===== src/rtl/mem_bus_arbiter.sv =====
// Two-port memory bus arbiter: round-robin grant on ties, latched request fields,
// bounded wait on mem_ready with an error completion when the memory never answers.
module mem_bus_arbiter #(
    parameter int AW      = 12,
    parameter int DW      = 16,
    parameter int TIMEOUT = 15
) (
    input  logic          clock,
    input  logic          reset,
    input  logic          m0_req,
    input  logic          m0_we,
    input  logic [AW-1:0] m0_addr,
    input  logic [DW-1:0] m0_wdata,
    output logic [DW-1:0] m0_rdata,
    output logic          m0_ack,
    output logic          m0_err,
    input  logic          m1_req,
    input  logic          m1_we,
    input  logic [AW-1:0] m1_addr,
    input  logic [DW-1:0] m1_wdata,
    output logic [DW-1:0] m1_rdata,
    output logic          m1_ack,
    output logic          m1_err,
    output logic          mem_en,
    output logic          mem_we,
    output logic [AW-1:0] mem_addr,
    output logic [DW-1:0] mem_wdata,
    input  logic [DW-1:0] mem_rdata,
    input  logic          mem_ready,
    output logic [1:0]    grant,
    output logic          busy
);

    localparam logic [1:0] ST_IDLE   = 2'd0;
    localparam logic [1:0] ST_ACCESS = 2'd1;
    localparam logic [1:0] ST_DONE   = 2'd2;

    // Counter only has to reach TIMEOUT-1: the final ACCESS cycle is the one that aborts.
    localparam int CW = (TIMEOUT < 2) ? 1 : $clog2(TIMEOUT);

    logic [1:0]    r_state;
    logic          r_last;
    logic          r_owner;
    logic [CW-1:0] r_cnt;
    logic [1:0]    r_grant;
    logic          r_busy;
    logic          r_mem_en;
    logic          r_mem_we;
    logic [AW-1:0] r_mem_addr;
    logic [DW-1:0] r_mem_wdata;
    logic [DW-1:0] r_m0_rdata;
    logic [DW-1:0] r_m1_rdata;
    logic          r_m0_ack;
    logic          r_m0_err;
    logic          r_m1_ack;
    logic          r_m1_err;

    logic          w_any_req;
    logic          w_pick;
    logic          w_timeout;
    logic          w_finish;

    assign w_any_req = m0_req | m1_req;
    // On a tie the port that did not win last time gets the bus.
    assign w_pick    = (m0_req & m1_req) ? ~r_last : m1_req;
    assign w_timeout = (r_cnt == CW'(TIMEOUT - 1));
    assign w_finish  = mem_ready | w_timeout;

    always_ff @(posedge clock) begin
        if (reset) begin
            r_state     <= ST_IDLE;
            r_last      <= 1'b1;
            r_owner     <= 1'b0;
            r_cnt       <= '0;
            r_grant     <= 2'b00;
            r_busy      <= 1'b0;
            r_mem_en    <= 1'b0;
            r_mem_we    <= 1'b0;
            r_mem_addr  <= '0;
            r_mem_wdata <= '0;
            r_m0_rdata  <= '0;
            r_m1_rdata  <= '0;
            r_m0_ack    <= 1'b0;
            r_m0_err    <= 1'b0;
            r_m1_ack    <= 1'b0;
            r_m1_err    <= 1'b0;
        end else begin
            case (r_state)
                ST_IDLE: begin
                    if (w_any_req) begin
                        r_state     <= ST_ACCESS;
                        r_owner     <= w_pick;
                        r_last      <= w_pick;
                        r_grant     <= w_pick ? 2'b10 : 2'b01;
                        r_busy      <= 1'b1;
                        r_cnt       <= '0;
                        r_mem_en    <= 1'b1;
                        r_mem_we    <= w_pick ? m1_we    : m0_we;
                        r_mem_addr  <= w_pick ? m1_addr  : m0_addr;
                        r_mem_wdata <= w_pick ? m1_wdata : m0_wdata;
                    end
                end
                ST_ACCESS: begin
                    if (w_finish) begin
                        r_state     <= ST_DONE;
                        r_cnt       <= '0;
                        r_mem_en    <= 1'b0;
                        r_mem_we    <= 1'b0;
                        r_mem_addr  <= '0;
                        r_mem_wdata <= '0;
                        if (r_owner) begin
                            r_m1_ack <= 1'b1;
                            r_m1_err <= ~mem_ready;
                        end else begin
                            r_m0_ack <= 1'b1;
                            r_m0_err <= ~mem_ready;
                        end
                        // A successful read is the only thing that updates rdata.
                        if (mem_ready && !r_mem_we) begin
                            if (r_owner) r_m1_rdata <= mem_rdata;
                            else         r_m0_rdata <= mem_rdata;
                        end
                    end else begin
                        r_cnt <= r_cnt + CW'(1);
                    end
                end
                ST_DONE: begin
                    r_state  <= ST_IDLE;
                    r_grant  <= 2'b00;
                    r_busy   <= 1'b0;
                    r_m0_ack <= 1'b0;
                    r_m0_err <= 1'b0;
                    r_m1_ack <= 1'b0;
                    r_m1_err <= 1'b0;
                end
                default: begin
                    r_state <= ST_IDLE;
                end
            endcase
        end
    end

    assign m0_rdata  = r_m0_rdata;
    assign m0_ack    = r_m0_ack;
    assign m0_err    = r_m0_err;
    assign m1_rdata  = r_m1_rdata;
    assign m1_ack    = r_m1_ack;
    assign m1_err    = r_m1_err;
    assign mem_en    = r_mem_en;
    assign mem_we    = r_mem_we;
    assign mem_addr  = r_mem_addr;
    assign mem_wdata = r_mem_wdata;
    assign grant     = r_grant;
    assign busy      = r_busy;

endmodule


===== config.mk =====
export PLATFORM = sky130hd
export DESIGN_NAME = mem_bus_arbiter
export DESIGN_NICKNAME = d
export VERILOG_FILES = /design/src/rtl/mem_bus_arbiter.sv
export SDC_FILE = /design/constraint.sdc
export NUM_CORES = 1
export LEC_CHECK = 0
export ABC_AREA = 1
export ABC_CLOCK_PERIOD_IN_PS = 1950
export CAP_MARGIN = 30
export CORE_MARGIN = 2
export CORE_UTILIZATION = 55
export DETAILED_ROUTE_END_ITERATION = 7
export DONT_BUFFER_PORTS = 1
export PLACE_DENSITY = 0.82
export SLEW_MARGIN = 20
export SYNTH_ARGS = -nofsm -noshare
export SYNTH_HDL_FRONTEND = slang
export SYNTH_SLANG_ARGS = --single-unit

===== constraint.sdc =====
create_clock -name clock -period 1.95 [get_ports clock]
set_clock_uncertainty 0.05 [all_clocks]
set_input_delay 0.0975 -clock clock [delete_from_list [all_inputs] [get_ports clock]]
set_output_delay 0.0975 -clock clock [all_outputs]
set_load 0.005 [all_outputs]

==> summary by stage, run 1 <==
Finish
Relative to the synthesized area, the layout overhead comes to 31.4%. Counting the fill cells in the layout gives 409. The final non-filler cell area is 4320 um^2.

The fraction of final layout cells sized beyond drive strength 1 is 7.94%. The net count of the finished layout is 605. The repair_antennas step left the layout with diodes totalling 0. For this run, the share of the core covered by cells in the final layout is 73.8%. The number of non-filler instances in the completed layout is 604.

Job
Across the run, the number of max-cap violations was 0.

Synthesis
The post-synthesis cell count is 455. After synthesis, the share of cell area in mux cells is 0%. The post-synthesis share of cell area spent on xor and xnor gates is 0.533%. The part of the Yosys area used for sequential elements is 46.9%. The share of synthesized cell area in full adder, half adder and majority cells is 0.761%. The synthesized netlist contains 25 unique library cells. A synthesized cell averages 7.22 um^2. Summing the areas of all and, or, nand and nor instances in the mapped netlist gives 28.0% of the synthesized area.

For this run, the number of Yosys warnings is 0. By area the synthesized netlist is led by sky130_fd_sc_hd__dfxtp_1 47%, sky130_fd_sc_hd__nand2_1 12%, sky130_fd_sc_hd__a21oi_1 8.5%. The largest total area in the synthesized netlist belongs to sky130_fd_sc_hd__dfxtp_1.

Counting every net in the synthesized netlist gives 536. Synthesis inferred 77 register bits. In this run the cell area of the synthesized design comes to 3290 um^2. By area, the combinational part of the netlist is dominated by simple AND/OR/NAND/NOR gates. After synthesis, the largest area contributor takes up 46.9% of total cell area. The post-synthesis compound-gate area fraction is 15.5%.

STA
For the final routed database, the setup TNS stands at 0 ns. The number of pins with negative max-slew slack in the final report was 0. The smallest hold slack is 0.0179 ns. The number of hold-slack violations in the final timing report is 0. The normalized max-slew margin is 70.3%. At the pin with the least slew margin, the transition time is 0.445 ns.

The count of endpoints failing setup in the final report is 0. The fmax is 557 MHz. The final period demand of the worst path is 1.80 ns.

The final critical path takes up 92.1% of the cycle.

Worst setup path
For flop-to-flop paths, the worst setup slack is 0.15 ns. The reg-to-reg endpoint is mem_addr[4]$_SDFFE_PP0P_. The most critical setup path has its startpoint at r_state[1]$_SDFFE_PP0P_. STA puts the critical path data required time at 2.17 ns. The startpoint-to-endpoint class of the critical path is flop to flop. The top cell family by delay on the critical path is buffers and inverters.

Together, buffers and inverters on the worst path number 2. For the worst flop-to-flop path, the logic depth is 6. STA puts the critical path data arrival time at 2.02 ns.

Among all stages on the critical path, the largest delay is contributed by sky130_fd_sc_hd__dlygate4sd3_1. For this run, the slowest stage of the critical path takes 0.57 ns. The worst register-to-register path begins at r_state[1]$_SDFFE_PP0P_. The signal on the critical path passes through nor2_1 > o21ai_0 > inv_2 > o211ai_1 > dlygate4sd3_1 > a21oi_1. The type of destination of the critical path is a flop. The maximum fanout count along the critical path is 7.

The element type at the critical path start is a flop.

Power and ir drop
Net switching is 27.6% of the power. The power density over the cells is 842 nW/um^2. VDD sags by at most 0.000476 V.

The leakage power total is 1.78 nW. The share of total power in sequential cells is 48.7%. In this run the power spent charging and discharging nets is 1.00 mW. The proportion of power drawn by combinational gates is 17.7%. The relative contribution of the clock network to total power is 33.6%. Internal power comes to 2.63 mW.

Hold path
The startpoint identified for the worst hold timing path is m1_addr[8]. For hold timing, the worst endpoint is mem_addr[8]$_SDFFE_PP0P_. The min-delay analysis places its worst path in the category input port to flop. The count of cells along the worst hold path is 4.

Clock network
The clock latency on the worst-skew pair is 0.33 ns. The clock sink count is 77. The H-tree was split into 3 levels. The clock-pin transition on the worst setup and hold timing paths is 0.08 ns. Counting the buffers created by CTS gives 9. The clock tree from TritonCTS is done. The CTS root buffer is sky130_fd_sc_hd__clkbuf_8. No sink is reached through more buffers than the 2 on the longest clock path.

Place
Including well taps, the total number of placed cells is 512. The weighted congestion reported at the end of routability-driven placement is 0.793. The standard cell area after detailed placement is 3330 um^2. The number of port buffers is 0. The HPWL reported at the end of detailed placement is 5.33 mm.

Die
The row count is 28. In this run the vertical extent of the chip is 81.3 um. The core outline area is 5850 um^2. For this configuration, the core starts out at a cell density of 56.2%. From left edge to right edge, the die measures 81.3 um. Pin placement for this block handled 148 I/O pins. The floorplan die area is 6610 um^2.

Global route
The initial antenna violation count came to 0. The pin count of the biggest net entering global routing is 47. The via count of the first global-routing pass is 3149. The global-route usage over all layers is 28.9%. The total congestion overflow after global routing is 0. The first global-routing pass estimated 14.7 mm of wire.

Route
Before antenna repair, the detailed router went through 4 iterations. After detailed routing, the number of remaining DRC violations is 0. The routed length per placed instance is 16.0 um. The number of nets with antenna violations after routing is 0. The final routed wirelength across all metal layers is 9.64 mm. The vias per cell is 5.52. The count of routing violations after the opening detailed-route iteration is 209.

The routed via count is 3336.

Outcome
The run finished with clean final reports.
[area by class of cell]
cell class	instances	area, um^2	area share [%]
clock buffer	11	151	3.51
clock inverter	5	58.8	1.36
inverter	38	143	3.30
multi-input combinational	313	1480	34.2
sequential	77	1540	35.7
tap	75	93.8	2.17
timing repair buffer	85	853	19.8
[cells in the mapped netlist]
master / n
sky130_fd_sc_hd__nor3_4: 1
sky130_fd_sc_hd__nand4_2: 1
sky130_fd_sc_hd__o211ai_1: 17
sky130_fd_sc_hd__xor2_1: 2
sky130_fd_sc_hd__nor2_8: 1
sky130_fd_sc_hd__buf_2: 10
sky130_fd_sc_hd__inv_2: 5
sky130_fd_sc_hd__o21a_1: 1
sky130_fd_sc_hd__nand2_1: 105
sky130_fd_sc_hd__ha_1: 2
sky130_fd_sc_hd__a21oi_1: 56
sky130_fd_sc_hd__nand3_2: 2
sky130_fd_sc_hd__nand4_1: 1
sky130_fd_sc_hd__inv_1: 32
sky130_fd_sc_hd__nand3_1: 38
sky130_fd_sc_hd__clkinv_1: 1
sky130_fd_sc_hd__buf_1: 2
sky130_fd_sc_hd__o21ai_0: 17
sky130_fd_sc_hd__clkbuf_1: 12
sky130_fd_sc_hd__nand2_2: 2
sky130_fd_sc_hd__buf_6: 2
sky130_fd_sc_hd__nor2_1: 66
sky130_fd_sc_hd__dfxtp_1: 77
sky130_fd_sc_hd__a211oi_1: 1
sky130_fd_sc_hd__buf_4: 1
[cells by family after synthesis]
kind of cell	Yosys count
AOI/OAI and AO/OA	92
adders and majority gates	2
buffers and inverters	65
DFF	77
and+or+nand+nor	217
xor gates and xnor gates	2
[stage by stage]
step | worst slack, ns | total power [mW]
detailed placement | 0.214 | 2.24
CTS | 0.0214 | 3.60
global route | -0.0194 | 3.79
floorplan | 0.546 | 2.15
finish | 0.153 | 3.64
global placement | 0.289 | 2.22
[worst min-delay path, cell delays in order]
cell and delay, ns:
sky130_fd_sc_hd__nand3_1 0.06, sky130_fd_sc_hd__a21oi_1 0.06, sky130_fd_sc_hd__nor2_1 0.10, sky130_fd_sc_hd__nor2_1 0.05
[power by group through the flow]
stage / Sequential (mW) / Combinational (mW) / Clock (mW)
after floorplan: 1.78 / 0.370 / 0
after global placement: 1.80 / 0.421 / 0
after detailed placement: 1.80 / 0.437 / 0
after CTS: 1.77 / 0.594 / 1.24
after global routing: 1.78 / 0.713 / 1.30
final: 1.77 / 0.643 / 1.22
[how the worst max path moves through the flow]
stage / to / slack (ns) / depth (start not counted)
4_1_cts: mem_addr[4]$_SDFFE_PP0P_ / 0.02 / 6
2_1_floorplan: mem_addr[1]$_SDFFE_PP0P_ / 0.55 / 9
6_report: mem_addr[4]$_SDFFE_PP0P_ / 0.15 / 6
5_1_grt: mem_addr[4]$_SDFFE_PP0P_ / -0.02 / 6
3_3_place_gp: m1_rdata[15]$_SDFFE_PP0P_ / 0.29 / 5
3_5_place_dp: m1_rdata[7]$_SDFFE_PP0P_ / 0.21 / 5
[layer usage]
metal,global-route usage [%],wire length [um],vias up
li1,-,-,1611
met1,31.7,3630,1503
met2,48.9,4650,189
met3,10.3,1010,33
met4,14.9,341,0
met5,0,0,-
[sequential cells by signal, indices dropped and copies added, names as in the netlist]
register	flops
busy	1
r_state	2
r_cnt	4
m0_ack	1
m0_rdata	16
m1_ack	1
grant	2
m0_err	1
mem_en	1
m1_err	1
mem_wdata	16
mem_we	1
r_last	1
m1_rdata	16
mem_addr	12
r_owner	1
[cells in the final DEF (no fill, tap or decap), drive strengths merged]
master and instances:
nand2 107, dfxtp 77, dlygate4sd3 71, nor2 67
a21oi 56, nand3 40, inv 37, o21ai 17
o211ai 17, buf 14, clkbuf 11, clkinv 3
xor2 2, ha 2, clkinvlp 2, nand4 2
o21a 1, nor3 1, a211oi 1, bufinv 1
[what timing repair did]
item                       4_1_cts  5_1_grt
hold buffers                    72        0
hold endpoints to repair        76        0
setup endpoints to repair        0       10
buffers inserted                 0        4
gates resized for setup          0        5
Note: power is estimated with default switching activity, not from simulation.
==> run 2: changes to the inputs <==
--- a/config.mk
+++ b/config.mk
@@ -8,8 +8,10 @@
 export ABC_AREA = 1
 export ABC_CLOCK_PERIOD_IN_PS = 1950
 export CAP_MARGIN = 30
+export CORE_ASPECT_RATIO = 0.8
 export CORE_MARGIN = 2
 export CORE_UTILIZATION = 55
+export CTS_BUF_LIST = sky130_fd_sc_hd__clkbuf_2 sky130_fd_sc_hd__clkbuf_4 sky130_fd_sc_hd__clkbuf_8
 export DETAILED_ROUTE_END_ITERATION = 7
 export DONT_BUFFER_PORTS = 1
 export PLACE_DENSITY = 0.82
==> run 2 against run 1 <==
  * Sequential cell count unchanged
  * Fmax down 5.7%
  * First-iteration DRC count up 68%
  * Core utilization is 0.36 points higher
  * Clock-buffer cell count shrank 2
  * Power up 3.2%
  * Worst setup slack got worse by 0.11 ns
  * Global-route usage rose by 0.21 points
  * Sequential power barely moved
  * Final cell count increased by 0.33%
  * Critical path type unchanged
  * Critical endpoint unchanged
==> summary by stage, run 2 (synthesis results as in run 1) <==
STA
The count of endpoints failing setup in the final report came to 0 (unchanged). The final period demand of the worst path is 1.91 ns (+0.109 ns). The fmax was 525 MHz (-5.7%).

The number of hold-slack violations in the final timing report was 0 (unchanged). The normalized max-slew margin is 63.7% (-6.7 points). The final critical-path share of the clock period is 97.7% (+5.6 points). The number of pins with negative max-slew slack in the final report is 0 (unchanged). The total negative setup slack is 0 ns (unchanged). The transition time at the pin with the least slew margin is 0.545 ns (+0.100 ns). The worst path setup slack after routing is 0.0446 ns (-0.109 ns).

Route
The routed metal-1 wirelength came to 3.85 mm (+6.0%). The highest metal layer with signal wires is met4. The routed length per placed instance is 16.6 um (+4.3%).

The count of routing violations after the opening detailed-route iteration is 352 (+68%). The routed via count is 3452 (+3.5%). The number of nets with antenna violations after routing came to 0 (unchanged). The vias per cell is 5.70 (+3.1%). The detailed-routed wire length on met2 is 4.98 mm (+7.0%). The number of search-and-repair iterations in the first detailed-routing pass is 5 (+1). The final routed wirelength across all metal layers is 10.1 mm (+4.7%). The post-route DRC violation count is 0 (unchanged). The routed wire length on met3 is 880 um (-13%).

Job
The max capacitance violation total is 0 (unchanged).

Outcome
The run finished with clean final reports.

Finish
The final core utilization was 74.2% (+0.36 points). The library cells used most frequently in the layout, excluding fill and tap cells, are 104 x sky130_fd_sc_hd__nand2_1, 76 x sky130_fd_sc_hd__dfxtp_1, 72 x sky130_fd_sc_hd__dlygate4sd3_1, 66 x sky130_fd_sc_hd__nor2_1, 55 x sky130_fd_sc_hd__a21oi_1. The fraction of final layout cells sized beyond drive strength 1 is 7.62% (-0.32 points). The antenna diode instance count is 0 (unchanged).

The net total in the final layout is 602 (-0.50%). The layout overhead on the synthesized area is 32.0%. Leaving out fill and tap cells, the most frequent cell in the layout is sky130_fd_sc_hd__nand2_1. The number of filler cells placed in the layout is 417 (+2.0%). The number of non-filler instances in the completed layout is 606 (+0.33%).

Global route
The initial antenna violation count is 0 (unchanged). The wire length of the first global-routing pass came to 15.2 mm (+3.7%). The total congestion overflow after global routing is 0 (unchanged). The via count of the first global-routing pass is 3131 (-0.57%). The pin count of the biggest net entering global routing came to 47 (unchanged). The global-route usage over all layers is 29.1% (+0.21 points).

Clock network
The clock sink count is 77 (unchanged). The cell sitting at the root of the clock tree is a sky130_fd_sc_hd__clkbuf_8. The clock latency on the worst-skew pair came to 0.34 ns (about the same). The H-tree depth is 3 (unchanged). The clock-pin transition on the worst setup and hold timing paths is 0.08 ns (about the same). The number of buffers between clock root and the deepest sink is 2 (unchanged). The clock buffer count from CTS is 9 (unchanged).

TritonCTS built the clock tree.

Worst setup path
The maximum fanout count along the critical path is 18 (+11). The signal arrival time at the worst endpoint is 2.14 ns (+0.12 ns). The type of destination of the critical path is a flop. The startpoint-to-endpoint class of the critical path is flop to flop.

The element type at the critical path start is a flop. The data required time of the critical path is 2.18 ns (about the same).

Power and ir drop
The power density over the cells is 865 nW/um^2 (+2.8%). The leakage power total is 1.77 nW (-0.67%). The switching power is 1.04 mW (+3.7%). The internal power component was 2.71 mW (+3.0%).

The maximum ir drop on the vdd rail came to 0.000563 V (+18%). The proportion of power drawn by combinational gates is 18.4% (+0.7 points). The share of total power in sequential cells came to 47.2% (-1.5 points). The overall power after layout is 3.75 mW (+3.2%). The switching portion of total power is 27.7% (+0.13 points).

The relative contribution of the clock network to total power is 34.4% (+0.8 points).

Die
The row count came to 25 (-11%). The number of placed I/O pins was 148 (unchanged). The effective utilization at floorplan was 56.2% (about the same). The floorplan die area is 6610 um^2 (about the same).

The die boundary height is 73.1 um (-10%). The core outline area is 5850 um^2 (about the same). The die outline width is 90.4 um (+11%).

Place
The HPWL reported at the end of detailed placement is 5.31 mm (-0.39%). The number of port buffers is 0 (unchanged). The number of placed instances with taps included is 516 (+0.78%). The weighted congestion reported at the end of routability-driven placement is 0.802 (+1.2%). The placement-stage worst setup slack is 0.225 ns (+0.0108 ns).

Hold path
The type of the tightest min-delay check is input port to flop.
## run 2: final timing paths
path / endpoint / cells after the start / slack (ns) / startpoint
max: mem_addr[4]$_SDFFE_PP0P_ / 7 / 0.04 / r_state[1]$_SDFFE_PP0P_
min: mem_wdata[1]$_SDFFE_PP0P_ / 4 / 0.01 / m1_wdata[1]
max reg2reg: mem_addr[4]$_SDFFE_PP0P_ / 7 / 0.04 / r_state[1]$_SDFFE_PP0P_
min reg2reg: mem_addr[10]$_SDFFE_PP0P_ / 2 / 0.43 / mem_addr[10]$_SDFFE_PP0P_
## run 2: power groups by stage
stage,clock (mW),sequential (mW),combinational [mW]
after CTS,1.30,1.77,0.621
final,1.29,1.77,0.691
after global routing,1.37,1.78,0.757
after detailed placement,0,1.80,0.435
after floorplan,0,1.78,0.370
after global placement,0,1.80,0.422
## run 2: cell type report
type	instances	area, um^2	share of cell area, %
inverters	38	144	3.32
repair buffers	82	863	19.9
clock buffers	9	124	2.85
clock inverters	6	87.6	2.02
flip-flops and latches	77	1540	35.6
well taps	81	101	2.34
multi-input cells	313	1480	34.0
## run 2: stage by stage
stage / area, um^2 / hold WS [ns]
after floorplan: 3290 / 0.212
after global placement: 3330 / 0.122
after detailed placement: 3330 / 0.123
after CTS: 4290 / 0.00147
after global routing: 4340 / 0.0262
final: 4340 / 0.0104
## run 2: layer usage
| layer | up-vias | GRT usage (%) |
|---|---|---|
| met5 | - | 0 |
| met3 | 41 | 9.19 |
| li1 | 1601 | - |
| met2 | 209 | 50.9 |
| met1 | 1601 | 33.4 |
| met4 | 0 | 12.8 |
## run 2: timing repair
item | CTS | global route
endpoints found under the hold margin | 76 | 0
gates resized for setup | 0 | 4
setup buffers | 0 | 1
hold buffers | 73 | 0
endpoints found under the setup margin | 0 | 20
## run 2: worst max-delay path: stages, from the launching register on
cell and delay, ns:
sky130_fd_sc_hd__dfxtp_2 0.36, sky130_fd_sc_hd__nor2_1 0.17, sky130_fd_sc_hd__o21ai_0 0.18, sky130_fd_sc_hd__inv_2 0.11, sky130_fd_sc_hd__buf_12 0.14, sky130_fd_sc_hd__o211ai_1 0.10, sky130_fd_sc_hd__dlygate4sd3_1 0.58, sky130_fd_sc_hd__a21oi_1 0.14
==> run 3: changes to the inputs <==
--- a/config.mk
+++ b/config.mk
@@ -11,10 +11,11 @@
 export CORE_ASPECT_RATIO = 0.8
 export CORE_MARGIN = 2
 export CORE_UTILIZATION = 55
-export CTS_BUF_LIST = sky130_fd_sc_hd__clkbuf_2 sky130_fd_sc_hd__clkbuf_4 sky130_fd_sc_hd__clkbuf_8
 export DETAILED_ROUTE_END_ITERATION = 7
 export DONT_BUFFER_PORTS = 1
 export PLACE_DENSITY = 0.82
+export REMOVE_ABC_BUFFERS = 1
+export SETUP_SLACK_MARGIN = 0.05
 export SLEW_MARGIN = 20
 export SYNTH_ARGS = -nofsm -noshare
 export SYNTH_HDL_FRONTEND = slang
==> run 3 against run 2 <==
  * Critical path type unchanged
  * Clock-buffer cell count rose by 2
  * Fmax up 3.9%
  * Core utilization unchanged
  * Register-to-register slack improved by 0.07 ns
  * Final area unchanged
  * Via count increased by 2.6%
  * First-iteration DRC count is 16% lower
  * Clock power about the same
  * Wire length rose by 4.7%
  * Power fell by 1.9%
  * Critical endpoint is now mem_wdata[3]$_SDFFE_PP0P_
  * Global-route usage rose by 1.3 points
  * Non-clock buffer count increased by 4
==> summary by stage, run 3 (synthesis results as in run 1) <==
Outcome
The flow ran to the end, and the final reports show no timing, DRC or antenna violations.

STA
The worst path setup slack after routing is 0.116 ns (+0.0713 ns). The final critical-path share of the clock period was 94.1% (-3.7 points). The number of hold-slack violations in the final timing report came to 0 (unchanged). The fmax is 545 MHz (+3.9%). The normalized max-slew margin is 70.0% (+6.3 points).

Setup repair after global routing left no endpoint under its margin. The number of pins with negative max-slew slack in the final report is 0 (unchanged). The transition time at the pin with the least slew margin is 0.449 ns (-0.0955 ns). The count of endpoints failing setup in the final report is 0 (unchanged).

The final period demand of the worst path is 1.83 ns (-0.0713 ns). The total negative setup slack was 0 ns (unchanged).

Finish
The layout overhead on the synthesized area is 32.0% (unchanged). The number of filler cells placed in the layout came to 410 (-1.7%). In the layout the commonest cells are 104 x sky130_fd_sc_hd__nand2_1, 77 x sky130_fd_sc_hd__dfxtp_1, 75 x sky130_fd_sc_hd__dlygate4sd3_1, 66 x sky130_fd_sc_hd__nor2_1, 56 x sky130_fd_sc_hd__a21oi_1.

The number of non-filler instances in the completed layout is 610 (+0.66%). The final non-filler cell area is 4340 um^2 (unchanged). The fraction of final layout cells sized beyond drive strength 1 is 6.99% (-0.62 points). The net total in the final layout is 606 (+0.66%). The antenna diode instance count is 0 (unchanged). The final core utilization is 74.2% (unchanged). Leaving out fill and tap cells, the most frequent cell in the layout is sky130_fd_sc_hd__nand2_1.

Worst setup path
The top cell family by delay on the critical path is simple AND/OR/NAND/NOR gates. STA classifies the critical path endpoint as a flop. The most numerous cell on the critical path is sky130_fd_sc_hd__nand3_2. The maximum fanout count along the critical path is 24 (+6). The worst stage delay on the critical path was 0.39 ns (-0.19 ns).

The element type at the critical path start is a flop. Walking the worst path, the cells encountered are inv_1 > ha_1 > nand3_1 > nand3_2 > nand3_2 > buf_4 > nand2_1 > a21oi_1. The data required time of the critical path came to 2.16 ns (-0.02 ns).

The cell with the largest stage delay on the worst path is sky130_fd_sc_hd__dfxtp_1. The combined buffer and inverter count along the critical path is 2 (-1). The startpoint-to-endpoint class of the critical path is flop to flop. The signal arrival time at the worst endpoint is 2.04 ns (-0.10 ns).

Clock network
The clock sink count was 77 (unchanged). The clock tree from TritonCTS is done. The CTS root buffer is sky130_fd_sc_hd__clkbuf_8. The H-tree depth is 3 (unchanged). The number of buffers between clock root and the deepest sink came to 2 (unchanged). The clock latency on the worst-skew pair is 0.34 ns (about the same). The clock buffer count from CTS is 9 (unchanged).

The clock-pin transition on the worst setup and hold timing paths came to 0.07 ns (about the same).

Die
The row count came to 25 (unchanged). The core outline area is 5850 um^2 (unchanged). The number of placed I/O pins was 148 (unchanged). The die outline width came to 90.4 um (unchanged). The effective utilization at floorplan is 56.2% (unchanged).

The floorplan die area was 6610 um^2 (unchanged). The die boundary height is 73.1 um (unchanged).

Power and ir drop
The maximum ir drop on the vdd rail is 0.000440 V (-22%). The leakage power total is 1.79 nW (+1.1%). The power density over the cells is 849 nW/um^2 (-1.9%).

Hold path
The type of the tightest min-delay check is input port to flop.

Global route
The pin count of the biggest net entering global routing is 47 (unchanged). The global-route usage over all layers is 30.5% (+1.3 points). The initial antenna violation count is 0 (unchanged). The wire length of the first global-routing pass was 15.8 mm (+4.0%). The via count of the first global-routing pass is 3353 (+7.1%). The total congestion overflow after global routing is 0 (unchanged).

Route
The number of search-and-repair iterations in the first detailed-routing pass was 5 (unchanged). The routed via count is 3543 (+2.6%). The vias per cell is 5.81 (+2.0%).

The final routed wirelength across all metal layers is 10.6 mm (+4.7%). The post-route DRC violation count came to 0 (unchanged). The number of nets with antenna violations after routing is 0 (unchanged).

The count of routing violations after the opening detailed-route iteration came to 296 (-16%). The routed length per placed instance is 17.3 um (+4.0%).

Place
The HPWL reported at the end of detailed placement is 5.47 mm (+3.1%). The number of placed instances with taps included is 518 (+0.39%). The number of port buffers is 0 (unchanged). The weighted congestion reported at the end of routability-driven placement is 0.752 (-6.3%). The placement-stage worst setup slack is 0.351 ns (+0.126 ns). The standard cell area after detailed placement was 3320 um^2 (-0.30%).

Job
The max capacitance violation total came to 0 (unchanged).
==> run 3: changes by cell type in the layout (fill, tap and decap cells not counted) <==
cell,previous run,this run
sky130_fd_sc_hd__dlygate4sd3_1,72,75
sky130_fd_sc_hd__buf_12,4,2
sky130_fd_sc_hd__clkinv_2,3,1
sky130_fd_sc_hd__clkbuf_1,0,2
sky130_fd_sc_hd__inv_2,4,5
sky130_fd_sc_hd__inv_6,1,0
sky130_fd_sc_hd__dfxtp_1,76,77
sky130_fd_sc_hd__a21oi_2,1,0
sky130_fd_sc_hd__buf_4,5,8
sky130_fd_sc_hd__dfxtp_2,1,0
sky130_fd_sc_hd__a21oi_1,55,56
==> run 3: final cells by class <==
type                       count  area [um^2]  area share [%]
clock inverter                 4         73.8            1.70
sequential                    77         1540            35.5
clock buffer                  11          131            3.03
inverter                      38          143            3.29
multi-input combinational    313         1470            33.9
timing repair buffer          86          876            20.2
tap                           81          101            2.34
==> run 3: layer usage <==
layer  vias up  track usage, %  routed length, um
met5         -               0                  0
met4         0            17.9                525
met3        60            10.2                970
met2       245            54.6               5350
met1      1627            31.8               3720
li1       1611               -                  -
==> run 3: power by group <==
part | switching [mW] | internal, mW
combinational | 0.369 | 0.282
sequential | 0.0939 | 1.68
clock | 0.544 | 0.715
total | 1.01 | 2.68
==> run 3: tightest hold or removal path: cells and delay by family <==
family | cells | cell delay (ns)
AOI/OAI and AO/OA | 1 | 0.05
and+or+nand+nor | 3 | 0.22
==> run 3: what timing repair did <==
item	CTS	global route
setup buffers	0	0
setup endpoints to repair	0	8
hold endpoints to repair	76	0
hold buffers	76	0
gates resized for setup	0	5
==> run 3: final timing paths <==
path / start / endpoint / slack, ns / cells after the start
min: m0_we / mem_we$_SDFFE_PP0P_ / 0.02 / 4
min reg2reg: m0_rdata[12]$_SDFFE_PP0P_ / m0_rdata[12]$_SDFFE_PP0P_ / 0.43 / 2
max: r_cnt[0]$_SDFFE_PP0P_ / mem_wdata[3]$_SDFFE_PP0P_ / 0.12 / 8
max reg2reg: r_cnt[0]$_SDFFE_PP0P_ / mem_wdata[3]$_SDFFE_PP0P_ / 0.12 / 8
==> run 3: per-stage QoR <==
stage               total power [mW]  hold slack, ns
floorplan                       2.10           0.117
global placement                2.21           0.120
detailed placement              2.23           0.123
CTS                             3.64          0.0136
global route                    3.83         0.00554
finish                          3.68          0.0184
